`src/rtl/button_sync_filter.sv`:
```
// Pushbutton front end: synchroniser chain, then a stability filter (FSM plus counter)
// giving a clean active-low level, press/release strobes and a busy flag.
// Optional rejected-bounce counter, enabled by defining GLITCH_COUNT_EN.
module button_sync_filter #(
  parameter int SYNC_STAGES   = 2,
  parameter int STABLE_CYCLES = 16,
  parameter int CNT_WIDTH     = 8
) (
  input  logic       clk,
  input  logic       rst_n,
  input  logic       btn_n_raw,
  input  logic       glitch_clr,
  output logic       btn_n_out,
  output logic       fall_evt,
  output logic       rise_evt,
  output logic       busy,
  output logic [7:0] glitch_cnt
);

  typedef enum logic [1:0] {
    STAB_HI = 2'b00,
    CHK_LO  = 2'b01,
    STAB_LO = 2'b10,
    CHK_HI  = 2'b11
  } state_t;

  localparam logic [CNT_WIDTH-1:0] CNT_LAST = CNT_WIDTH'(STABLE_CYCLES - 1);

  logic [SYNC_STAGES-1:0] sync_q;
  logic                   btn_s;

  state_t               state, state_next;
  logic [CNT_WIDTH-1:0] cnt, cnt_next;
  logic                 out_next;
  logic                 fall_next;
  logic                 rise_next;
  logic                 busy_next;
  logic                 glitch_abort;

  // Flops reset to the idle (released) level so reset never looks like a press.
  always_ff @(posedge clk or negedge rst_n) begin
    if (!rst_n) begin
      sync_q <= '1;
    end else begin
      sync_q <= {sync_q[SYNC_STAGES-2:0], btn_n_raw};
    end
  end

  assign btn_s = sync_q[SYNC_STAGES-1];

  always_ff @(posedge clk or negedge rst_n) begin
    if (!rst_n) begin
      state     <= STAB_HI;
      cnt       <= '0;
      btn_n_out <= 1'b1;
      fall_evt  <= 1'b0;
      rise_evt  <= 1'b0;
      busy      <= 1'b0;
    end else begin
      state     <= state_next;
      cnt       <= cnt_next;
      btn_n_out <= out_next;
      fall_evt  <= fall_next;
      rise_evt  <= rise_next;
      busy      <= busy_next;
    end
  end

  always_comb begin
    state_next   = state;
    cnt_next     = cnt;
    out_next     = btn_n_out;
    fall_next    = 1'b0;
    rise_next    = 1'b0;
    glitch_abort = 1'b0;

    case (state)
      STAB_HI: begin
        if (!btn_s) begin
          state_next = CHK_LO;
          cnt_next   = '0;
        end
      end
      CHK_LO: begin
        if (btn_s) begin
          state_next   = STAB_HI;
          glitch_abort = 1'b1;
        end else if (cnt == CNT_LAST) begin
          state_next = STAB_LO;
          out_next   = 1'b0;
          fall_next  = 1'b1;
        end else begin
          cnt_next = cnt + CNT_WIDTH'(1);
        end
      end
      STAB_LO: begin
        if (btn_s) begin
          state_next = CHK_HI;
          cnt_next   = '0;
        end
      end
      CHK_HI: begin
        if (!btn_s) begin
          state_next   = STAB_LO;
          glitch_abort = 1'b1;
        end else if (cnt == CNT_LAST) begin
          state_next = STAB_HI;
          out_next   = 1'b1;
          rise_next  = 1'b1;
        end else begin
          cnt_next = cnt + CNT_WIDTH'(1);
        end
      end
      default: begin
        state_next = STAB_HI;
        out_next   = 1'b1;
      end
    endcase

    // busy is registered from the next state so it lines up with the CHECK cycles.
    busy_next = (state_next == CHK_LO) || (state_next == CHK_HI);
  end

`ifdef GLITCH_COUNT_EN
  logic [7:0] glitch_q;

  // Clear wins over a same-cycle abort; the count sticks at 255.
  always_ff @(posedge clk or negedge rst_n) begin
    if (!rst_n) begin
      glitch_q <= 8'd0;
    end else if (glitch_clr) begin
      glitch_q <= 8'd0;
    end else if (glitch_abort && (glitch_q != 8'hFF)) begin
      glitch_q <= glitch_q + 8'd1;
    end
  end

  assign glitch_cnt = glitch_q;
`else
  logic unused_glitch;

  assign unused_glitch = glitch_clr ^ glitch_abort;
  assign glitch_cnt    = 8'd0;
`endif

endmodule
```
`config.mk`:
```
export PLATFORM = sky130hd
export DESIGN_NAME = button_sync_filter
export DESIGN_NICKNAME = d
export VERILOG_FILES = /design/src/rtl/button_sync_filter.sv
export SDC_FILE = /design/constraint.sdc
export NUM_CORES = 1
export LEC_CHECK = 0
export CORE_UTILIZATION = 35
export CTS_CLUSTER_SIZE = 10
export DETAILED_ROUTE_END_ITERATION = 7
export SETUP_SLACK_MARGIN = 0.15
export SYNTH_ARGS = -nofsm -noshare
export SYNTH_HDL_FRONTEND = slang
export SYNTH_SLANG_ARGS = --single-unit
```
`constraint.sdc`:
```
create_clock -name clk -period 4.2 [get_ports clk]
set_input_delay 0.63 -clock clk [delete_from_list [all_inputs] [get_ports clk]]
set_output_delay 0.63 -clock clk [all_outputs]
set_load 0.03 [all_outputs]
```
==> flow_metrics.py, run 1 <==
metrics = {
    "critical_path": {
        "critical_path.endpoint_type": "output pin",
        "regToRegStartpoint": "cnt[0]",
        "arrival_ps": 1480,
        "cp_data_required_time_ps": 3570,
        "path_max_fanout": 3,
        "rr_worst_depth": 4,
        "cp_top_family": "buffers and inverters",
        "critPathBufInv": 1,
        "crit_chain": "clkdlybuf4s50_1",
        "slowest_stage": "clkdlybuf4s50_1",
        "cp-start-kind": "flip-flop",
        "critPathKind": "flip-flop to output pin",
        "critPathMaxStageDelay_ps": 660,
        "r2r_setup_slack_ps": 2560,
        "worst_r2r_endpoint": "cnt[3]",
        "startpoint": "btn_n_out",
    },
    "finish": {
        "area_growth_pct": 8.45,
        "post_route_cells_drive_above_1_share": 0.135,
        "diodes": 0,
        "instances_no_fill": 117,
        "nets": 95,
    },
    "synthesis": {
        "synth-main-ff-cell": "dfrtp_1",
        "synthMuxAreaShare": 0.0344,
        "yosys.area_share.simple": 0.218,
        "ys_top_cells_by_count": "dfrtp_1, buf_4, inv_1, nand2_1, nand3_1",
        "synth_area_um2": 873,
        "yosysMostFrequentCell": "dfrtp_1",
        "syn_inst": 83,
        "seq_area_frac_synth": 0.463,
        "netlist.area_leader.share": 0.372,
        "ys_seq_elements": 16,
        "ys_top_cells_by_area": "dfrtp_1, dfstp_2, buf_4, mux2i_1, nand3_1",
        "synth_adder_area_share": 0.0143,
        "synth-xor-area-share": 0.0287,
        "yosys.area.top_type": "dfrtp_1",
        "ys.warnings.count": 0,
        "synth_top_family_by_area": "simple AND/OR/NAND/NOR gates",
        "synth_compound_area_frac": 0.128,
        "async_flop_share": 1.00,
        "avgSynthCellArea_um2": 10.5,
        "synth_edf_count": 0,
        "synth_cell_types": 34,
    },
    "global_routing": {
        "antenna_found_initial": 0,
        "grt_usage": 0.123,
        "overflow": 0,
        "grt_max_degree": 17,
        "grt_pass1_wl_um": 2330,
        "grt_pass1_vias": 504,
    },
    "placement": {
        "gp_congestion": 0.826,
        "place_hpwl_um": 980,
        "portBuffers": 6,
        "dp.cells": 113,
    },
    "timing": {
        "skew_ps": 14.4,
        "finalMaxSlewViolations": 0,
        "min_period_ps": 2110,
        "hold_ws_ps": 357,
        "hold_viol": 0,
        "setup_viol": 0,
        "setup_tns_ps": 0,
        "rsz0062_at_grt": "false",
        "finalCritPeriodShare": 0.503,
        "relSlewSlack": 0.536,
        "fmax_mhz": 473,
        "worst_pin_slew_ps": 694,
    },
    "die": {
        "die_y_um": 52.0,
        "initial_core_util": 0.384,
        "die_x_um": 52.0,
        "dieArea_mm2": 0.00270,
        "ios": 16,
        "core_mm2": 0.00228,
        "rows": 17,
    },
    "clock_network": {
        "cts_setup_buffers": 0,
        "htree_levels": 1,
        "clk_pin_slew_worst_paths_ps": 80,
        "clock-root-buffer": "clkbuf_4",
        "cts_tree": "built",
        "clock_path_buffers": 2,
        "ctsResizeCount": 0,
        "holdBufCountCts": 0,
        "clk_latency_ps": 290,
        "cts_buffers": 3,
        "cts.sinks": 16,
    },
    "route": {
        "route.detailed.drc": 0,
        "vias_per_cell": 5.04,
        "ant_nets": 0,
        "drtIter0Drc": 10,
        "wl_um": 1410,
        "route.vias.total": 590,
        "wl_per_cell_um": 12.0,
        "drtPass1Iterations": 4,
    },
    "power_and_ir_drop": {
        "power.leakage_uw": 0.000411,
        "ir_drop_mv": 0.239,
        "power_density_mw_per_mm2": 302,
    },
    "flow_run": {
        "maxCapViolations": 0,
    },
    "min_path": {
        "hold_start": "sync_q[0]",
        "whs_endpoint": "sync_q[1]",
        "hp-class": "flip-flop to flip-flop",
        "whs_path_depth": 0,
    },
    "status": {
        "status": "completed",
    },
}
layer usage:
metal,part of all wire,GRT usage,up-vias,wire [µm]
met3,0.036,0.0439,4,51
li1,-,-,295,-
met5,0,0,-,0
met2,0.45,0.177,12,634
met4,0.028,0.0676,0,39
met1,0.48,0.157,279,681
registers in the layout, indices dropped and copies added (netlist names):
register	count
btn_n_out	1
busy	1
sync_q	2
cnt	8
state	2
rise_evt	1
fall_evt	1
cell usage in the layout (no fill, tap or decap), drive strengths merged, types with 2 or more instances in the layout:
cell type and n:
dfrtp 13, o211ai 3, nand2 6, mux2i 3, or4 2, clkbuf 4
a21oi 4, clkdlybuf4s50 6, conb 8, inv 6, a31oi 3, nand4 3
nor4 2, dfstp 3, a211o 2, nand2b 2, nand3 5
cell families after synthesis:
kind of cell | after synthesis
multiplexers | 3
buffers and inverters | 17
adder cells (fa/ha/maj) | 1
AO/OA/AOI/OAI | 16
flip-flops | 16
AND/OR/NAND/NOR | 27
other | 1
XOR/XNOR | 2
power by group:
| part | internal [µW] | switching (µW) |
|---|---|---|
| registers | 161 | 8.93 |
| clock network | 37.0 | 46.6 |
| logic | 9.57 | 22.7 |
worst max path at each step:
stage / slack (ps) / end / cells past startpoint
after CTS: 2070 / btn_n_out / 1
after global routing: 2050 / btn_n_out / 1
final: 2090 / btn_n_out / 1
after global placement: 2390 / btn_n_out / 1
after detailed placement: 2390 / btn_n_out / 1
after floorplan: 2720 / cnt[6] / 4
final cells by class:
type,instances,area (µm²)
tap,28,35.0
timing repair buffer,6,60.1
multi-input combinational,57,399
fill,224,1330
inverter,6,22.5
clock buffer,4,26.3
sequential,16,404
stage by stage:
| stage | utilization | power (µW) | setup slack (ps) | instance area (µm²) |
|---|---|---|---|---|
| after floorplan | - | 201 | 2720 | 900 |
| after global placement | 0.405 | 205 | 2390 | 921 |
| after detailed placement | 0.405 | 205 | 2390 | 921 |
| after CTS | 0.416 | 290 | 2070 | 947 |
| after global routing | 0.416 | 300 | 2050 | 947 |
| final | 0.416 | 286 | 2090 | 947 |
No activity file was read; power rests on OpenSTA's default activity.
==> run 2, diff against run 1 <==
==> constraint.sdc (replaced) <==
create_clock -name clk -period 1.8 [get_ports clk]
set_input_delay 0.27 -clock clk [delete_from_list [all_inputs] [get_ports clk]]
set_output_delay 0.27 -clock clk [all_outputs]
set_load 0.03 [all_outputs]
==> flow_metrics.py, run 2 (synthesis gave the netlist of run 1 again) <==
metrics = {
    "critical_path": {
        "arrival_ps": 1760,
        "path_max_fanout": 6,
        "critical_path.endpoint_type": "flip-flop",
        "cp.depth": 4,
        "cp_data_required_time_ps": 2020,
        "cp_top_family": "simple AND/OR/NAND/NOR gates",
        "slowest_stage": "dfrtp_1",
        "r2r_setup_slack_ps": 260,
        "critPathBufInv": 1,
        "critPathKind": "flip-flop to flip-flop",
        "cp-start-kind": "flip-flop",
        "critPathMaxStageDelay_ps": 460,
        "crit_chain": "nor4b_4 > buf_4 > nand3_1 > a211o_2",
        "rr_worst_depth": 4,
    },
    "finish": {
        "top_regs": "cnt x8, state x2, sync_q x2",
        "largest_reg_flops": 8,
        "fin_util": 0.450,
        "final_common_cell": "dfrtp_1",
        "diodes": 0,
        "n_fill_cell": 212,
        "nets": 102,
        "instances_no_fill": 124,
        "final_cell_mix": "dfrtp_1, conb_1, buf_4",
        "post_route_cells_drive_above_1_share": 0.229,
        "top_register": "cnt",
        "area_growth_pct": 17.2,
    },
    "route": {
        "route.vias.total": 663,
        "vias_per_cell": 5.35,
        "wl_um": 1560,
        "wl_per_cell_um": 12.6,
        "route.detailed.drc": 0,
        "drtIter0Drc": 10,
        "drtPass1Iterations": 4,
        "ant_nets": 0,
    },
    "clock_network": {
        "clk_pin_slew_worst_paths_ps": 90,
        "cts_buffers": 3,
        "cts.sinks": 16,
        "clock_path_buffers": 2,
        "clock-root-buffer": "clkbuf_4",
        "htree_levels": 1,
        "cts_tree": "built",
        "clk_latency_ps": 280,
    },
    "global_routing": {
        "grt_usage": 0.133,
        "grt_pass1_wl_um": 2570,
        "antenna_found_initial": 0,
        "grt_pass1_vias": 562,
        "overflow": 0,
        "grt_max_degree": 17,
    },
    "timing": {
        "setup_viol": 0,
        "worst_pin_slew_ps": 500,
        "hold_ws_ps": 295,
        "setup_tns_ps": 0,
        "finalMaxSlewViolations": 0,
        "fmax_mhz": 649,
        "relSlewSlack": 0.664,
        "min_period_ps": 1540,
        "hold_viol": 0,
        "skew_ps": 2.53,
        "rsz0062_at_grt": "false",
        "finalCritPeriodShare": 0.855,
    },
    "placement": {
        "dp.cells": 116,
        "portBuffers": 6,
        "gp_congestion": 0.867,
        "place_hpwl_um": 1080,
    },
    "power_and_ir_drop": {
        "p_total_uw": 723,
        "power_density_mw_per_mm2": 706,
        "power.leakage_uw": 0.000455,
        "ir_drop_mv": 0.598,
    },
    "min_path": {
        "hp-class": "primary input to asynchronous set/reset pin",
    },
    "die": {
        "initial_core_util": 0.384,
        "dieArea_mm2": 0.00270,
        "rows": 17,
        "die_y_um": 52.0,
        "ios": 16,
        "core_mm2": 0.00228,
        "die_x_um": 52.0,
    },
    "status": {
        "status": "completed",
    },
    "flow_run": {
        "maxCapViolations": 0,
    },
}
-- run 2: cell count changes in the layout (fill, tap and decap cells not counted) --
cell             change
clkbuf_1             -1
dlygate4sd2_1        +1
clkbuf_8             +1
ha_1                 -1
xor2_4               +1
xor2_2               -1
buf_4                +7
and3_2               +1
and3_1               -1
clkdlybuf4s50_1      -1
ha_2                 +1
-- run 2: path summary, 6_finish.rpt --
kind                       startpoint         to
max                            cnt[6]  btn_n_out
min                             rst_n     cnt[0]
max reg2reg                    cnt[6]  btn_n_out
min reg2reg                 sync_q[0]  sync_q[1]
max in group asynchronous       rst_n  sync_q[0]
min in group clk            sync_q[0]  sync_q[1]
-- run 2: through the flow --
stage               cell area (µm²)  worst slack [ps]
floorplan                       900               325
global placement                943               228
detailed placement              943               164
CTS                             978               157
global route                   1020               145
finish                         1020               260
-- run 2: report_power, final --
part	internal (µW)	switching [µW]	total, µW
sequential	376	17.0	393
combinational	39.0	64.2	103
clock	123	104	227
total	538	185	723
-- run 2: worst reg2reg max path: stages (launching register included) --
cell	delay, ps
dfrtp_1	460
nor4b_4	370
buf_4	170
nand3_1	120
a211o_2	360
-- run 2: routing by layer --
metal	up-vias	wire (µm)	part of all wire	global-route usage
met2	21	741	0.48	0.199
met4	0	38	0.024	0.0676
li1	316	-	-	-
met3	4	73	0.047	0.0439
met5	-	0	0	0
met1	322	705	0.45	0.168
-- run 2: area by class of cell --
class / count / area [µm²] / share of cell area
tap: 28 / 35.0 / 0.0342
timing repair buffer: 13 / 111 / 0.109
multi-input combinational: 57 / 414 / 0.405
sequential: 16 / 404 / 0.395
clock buffer: 4 / 36.3 / 0.0355
inverter: 6 / 22.5 / 0.0220
-- run 2: timing repair --
action	in CTS	in global routing
setup endpoints to repair	1	2
resized for setup	1	3
pin swaps	0	1
setup buffers	0	4
hold buffers	0	0
==> run 3, diff against run 2 <==
--- a/config.mk
+++ b/config.mk
@@ -5,9 +5,11 @@
 export SDC_FILE = /design/constraint.sdc
 export NUM_CORES = 1
 export LEC_CHECK = 0
-export CORE_UTILIZATION = 35
+export CORE_UTILIZATION = 45
 export CTS_CLUSTER_SIZE = 10
 export DETAILED_ROUTE_END_ITERATION = 7
+export MAX_ROUTING_LAYER = met4
+export PLACE_DENSITY = 0.73
 export SETUP_SLACK_MARGIN = 0.15
 export SYNTH_ARGS = -nofsm -noshare
 export SYNTH_HDL_FRONTEND = slang
==> flow_metrics.py, run 3 (synthesis gave the netlist of run 1 again) <==
metrics = {
    "power_and_ir_drop": {
        "ir_drop_mv": 0.575,
        "power.leakage_uw": 0.000431,
        "power_density_mw_per_mm2": 735,
    },
    "critical_path": {
        "critPathKind": "flip-flop to flip-flop",
        "cp-start-kind": "flip-flop",
        "rr_worst_depth": 3,
        "worst_r2r_endpoint": "cnt[6]",
        "arrival_ps": 1780,
        "crit_end": "cnt[6]",
        "startpoint": "sync_q[1]",
        "path_max_fanout": 9,
        "r2r_setup_slack_ps": 200,
        "regToRegStartpoint": "sync_q[1]",
        "critical_path.endpoint_type": "flip-flop",
        "cp_data_required_time_ps": 1980,
    },
    "die": {
        "die_y_um": 46.1,
        "core_mm2": 0.00176,
        "dieArea_mm2": 0.00212,
        "die_x_um": 46.1,
        "ios": 16,
        "initial_core_util": 0.495,
        "rows": 15,
    },
    "min_path": {
        "hp-class": "primary input to asynchronous set/reset pin",
    },
    "timing": {
        "min_period_ps": 1600,
        "finalCritPeriodShare": 0.890,
        "fmax_mhz": 625,
        "setup_viol": 0,
        "finalMaxSlewViolations": 0,
        "worst_pin_slew_ps": 500,
        "relSlewSlack": 0.664,
        "rsz0062_at_grt": "true",
        "setup_tns_ps": 0,
        "hold_viol": 0,
        "skew_ps": 5.71,
    },
    "status": {
        "status": "completed",
    },
    "route": {
        "drtIter0Drc": 14,
        "route.vias.total": 646,
        "drtPass1Iterations": 4,
        "wl_um": 1560,
        "ant_nets": 0,
        "route.detailed.drc": 0,
        "vias_per_cell": 5.57,
        "wl_per_cell_um": 13.4,
    },
    "clock_network": {
        "cts_buffers": 3,
        "cts_setup_buffers": 0,
        "htree_levels": 1,
        "clk_pin_slew_worst_paths_ps": 90,
        "clock_path_buffers": 2,
        "cts.sinks": 16,
        "cts_tree": "built",
        "ctsResizeCount": 1,
        "clock-root-buffer": "clkbuf_4",
        "clk_latency_ps": 290,
        "holdBufCountCts": 0,
    },
    "finish": {
        "diodes": 0,
        "top_register": "cnt",
        "fin_util": 0.552,
        "final_common_cell": "dfrtp_1",
        "top_regs": "cnt x8, state x2, sync_q x2",
        "nets": 97,
        "post_route_cells_drive_above_1_share": 0.187,
        "final_area_um2": 975,
        "final_cell_mix": "dfrtp_1, conb_1, inv_1, nand2_1",
        "largest_reg_flops": 8,
        "n_fill_cell": 161,
        "area_growth_pct": 11.6,
    },
    "global_routing": {
        "antenna_found_initial": 0,
        "grt_usage": 0.186,
        "grt_pass1_vias": 598,
        "grt_max_degree": 17,
        "grt_pass1_wl_um": 2570,
        "overflow": 0,
    },
    "flow_run": {
        "maxCapViolations": 0,
    },
    "placement": {
        "portBuffers": 6,
        "place_hpwl_um": 1100,
        "dpl-instance-area_um2": 932,
        "gp_congestion": 0.859,
    },
}
==> run 3: cell types whose count changed in the layout (fill, tap and decap cells not counted) <==
cell,before,now
buf_4,7,2
ha_1,0,1
ha_2,1,0
a31oi_2,0,1
xor2_4,1,0
a31oi_1,3,2
xor2_2,0,1
==> run 3: worst min path at each step <==
| stage | start | end | slack, ps | cells past startpoint |
|---|---|---|---|---|
| detailed placement | sync_q[0] | sync_q[1] | 350 | 0 |
| finish | rst_n | cnt[6] | 310 | 2 |
| global placement | sync_q[0] | sync_q[1] | 350 | 0 |
| CTS | rst_n | state[0] | 310 | 2 |
| floorplan | rst_n | busy | -30 | 0 |
| global route | rst_n | fall_evt | 320 | 2 |
==> run 3: per-layer routing <==
metal / part of all wire / global-route usage / wire (µm) / up-vias
li1: - / - / - / 299
met1: 0.43 / 0.208 / 666 / 313
met2: 0.48 / 0.276 / 750 / 32
met3: 0.083 / 0.0941 / 130 / 2
met4: 0.0071 / 0.0824 / 11 / 0
met5: 0 / - / 0 / -
==> run 3: cell type report <==
cell class	instances	area (µm²)	share of cell area
multi-input combinational	57	407	0.417
inverter	6	22.5	0.0231
tap	25	31.3	0.0321
clock buffer	4	36.3	0.0372
sequential	16	404	0.415
timing repair buffer	8	73.8	0.0757
==> run 3: power breakdown <==
part / internal (µW) / total (µW) / switching (µW) / leakage, µW
logic: 25.6 / 85.6 / 59.9 / 0.000204
clock network: 123 / 237 / 114 / 0.0000210
registers: 376 / 393 / 17.4 / 0.000206
total: 525 / 716 / 191 / 0.000431
==> run 3: through the flow <==
stage | hold WS, ps | worst slack (ps) | power (µW) | instances
floorplan | -25.6 | 325 | 470 | 90
global placement | 348 | 217 | 482 | 112
detailed placement | 350 | 197 | 484 | 112
CTS | 306 | 183 | 728 | 116
global route | 321 | 149 | 757 | 116
finish | 308 | 199 | 716 | 116
==> run 3: worst max-delay path, cell delays in order (launching register included) <==
cell and delay, ps:
dfstp_2 620, xor2_2 410, nor4_1 100, or3b_1 360
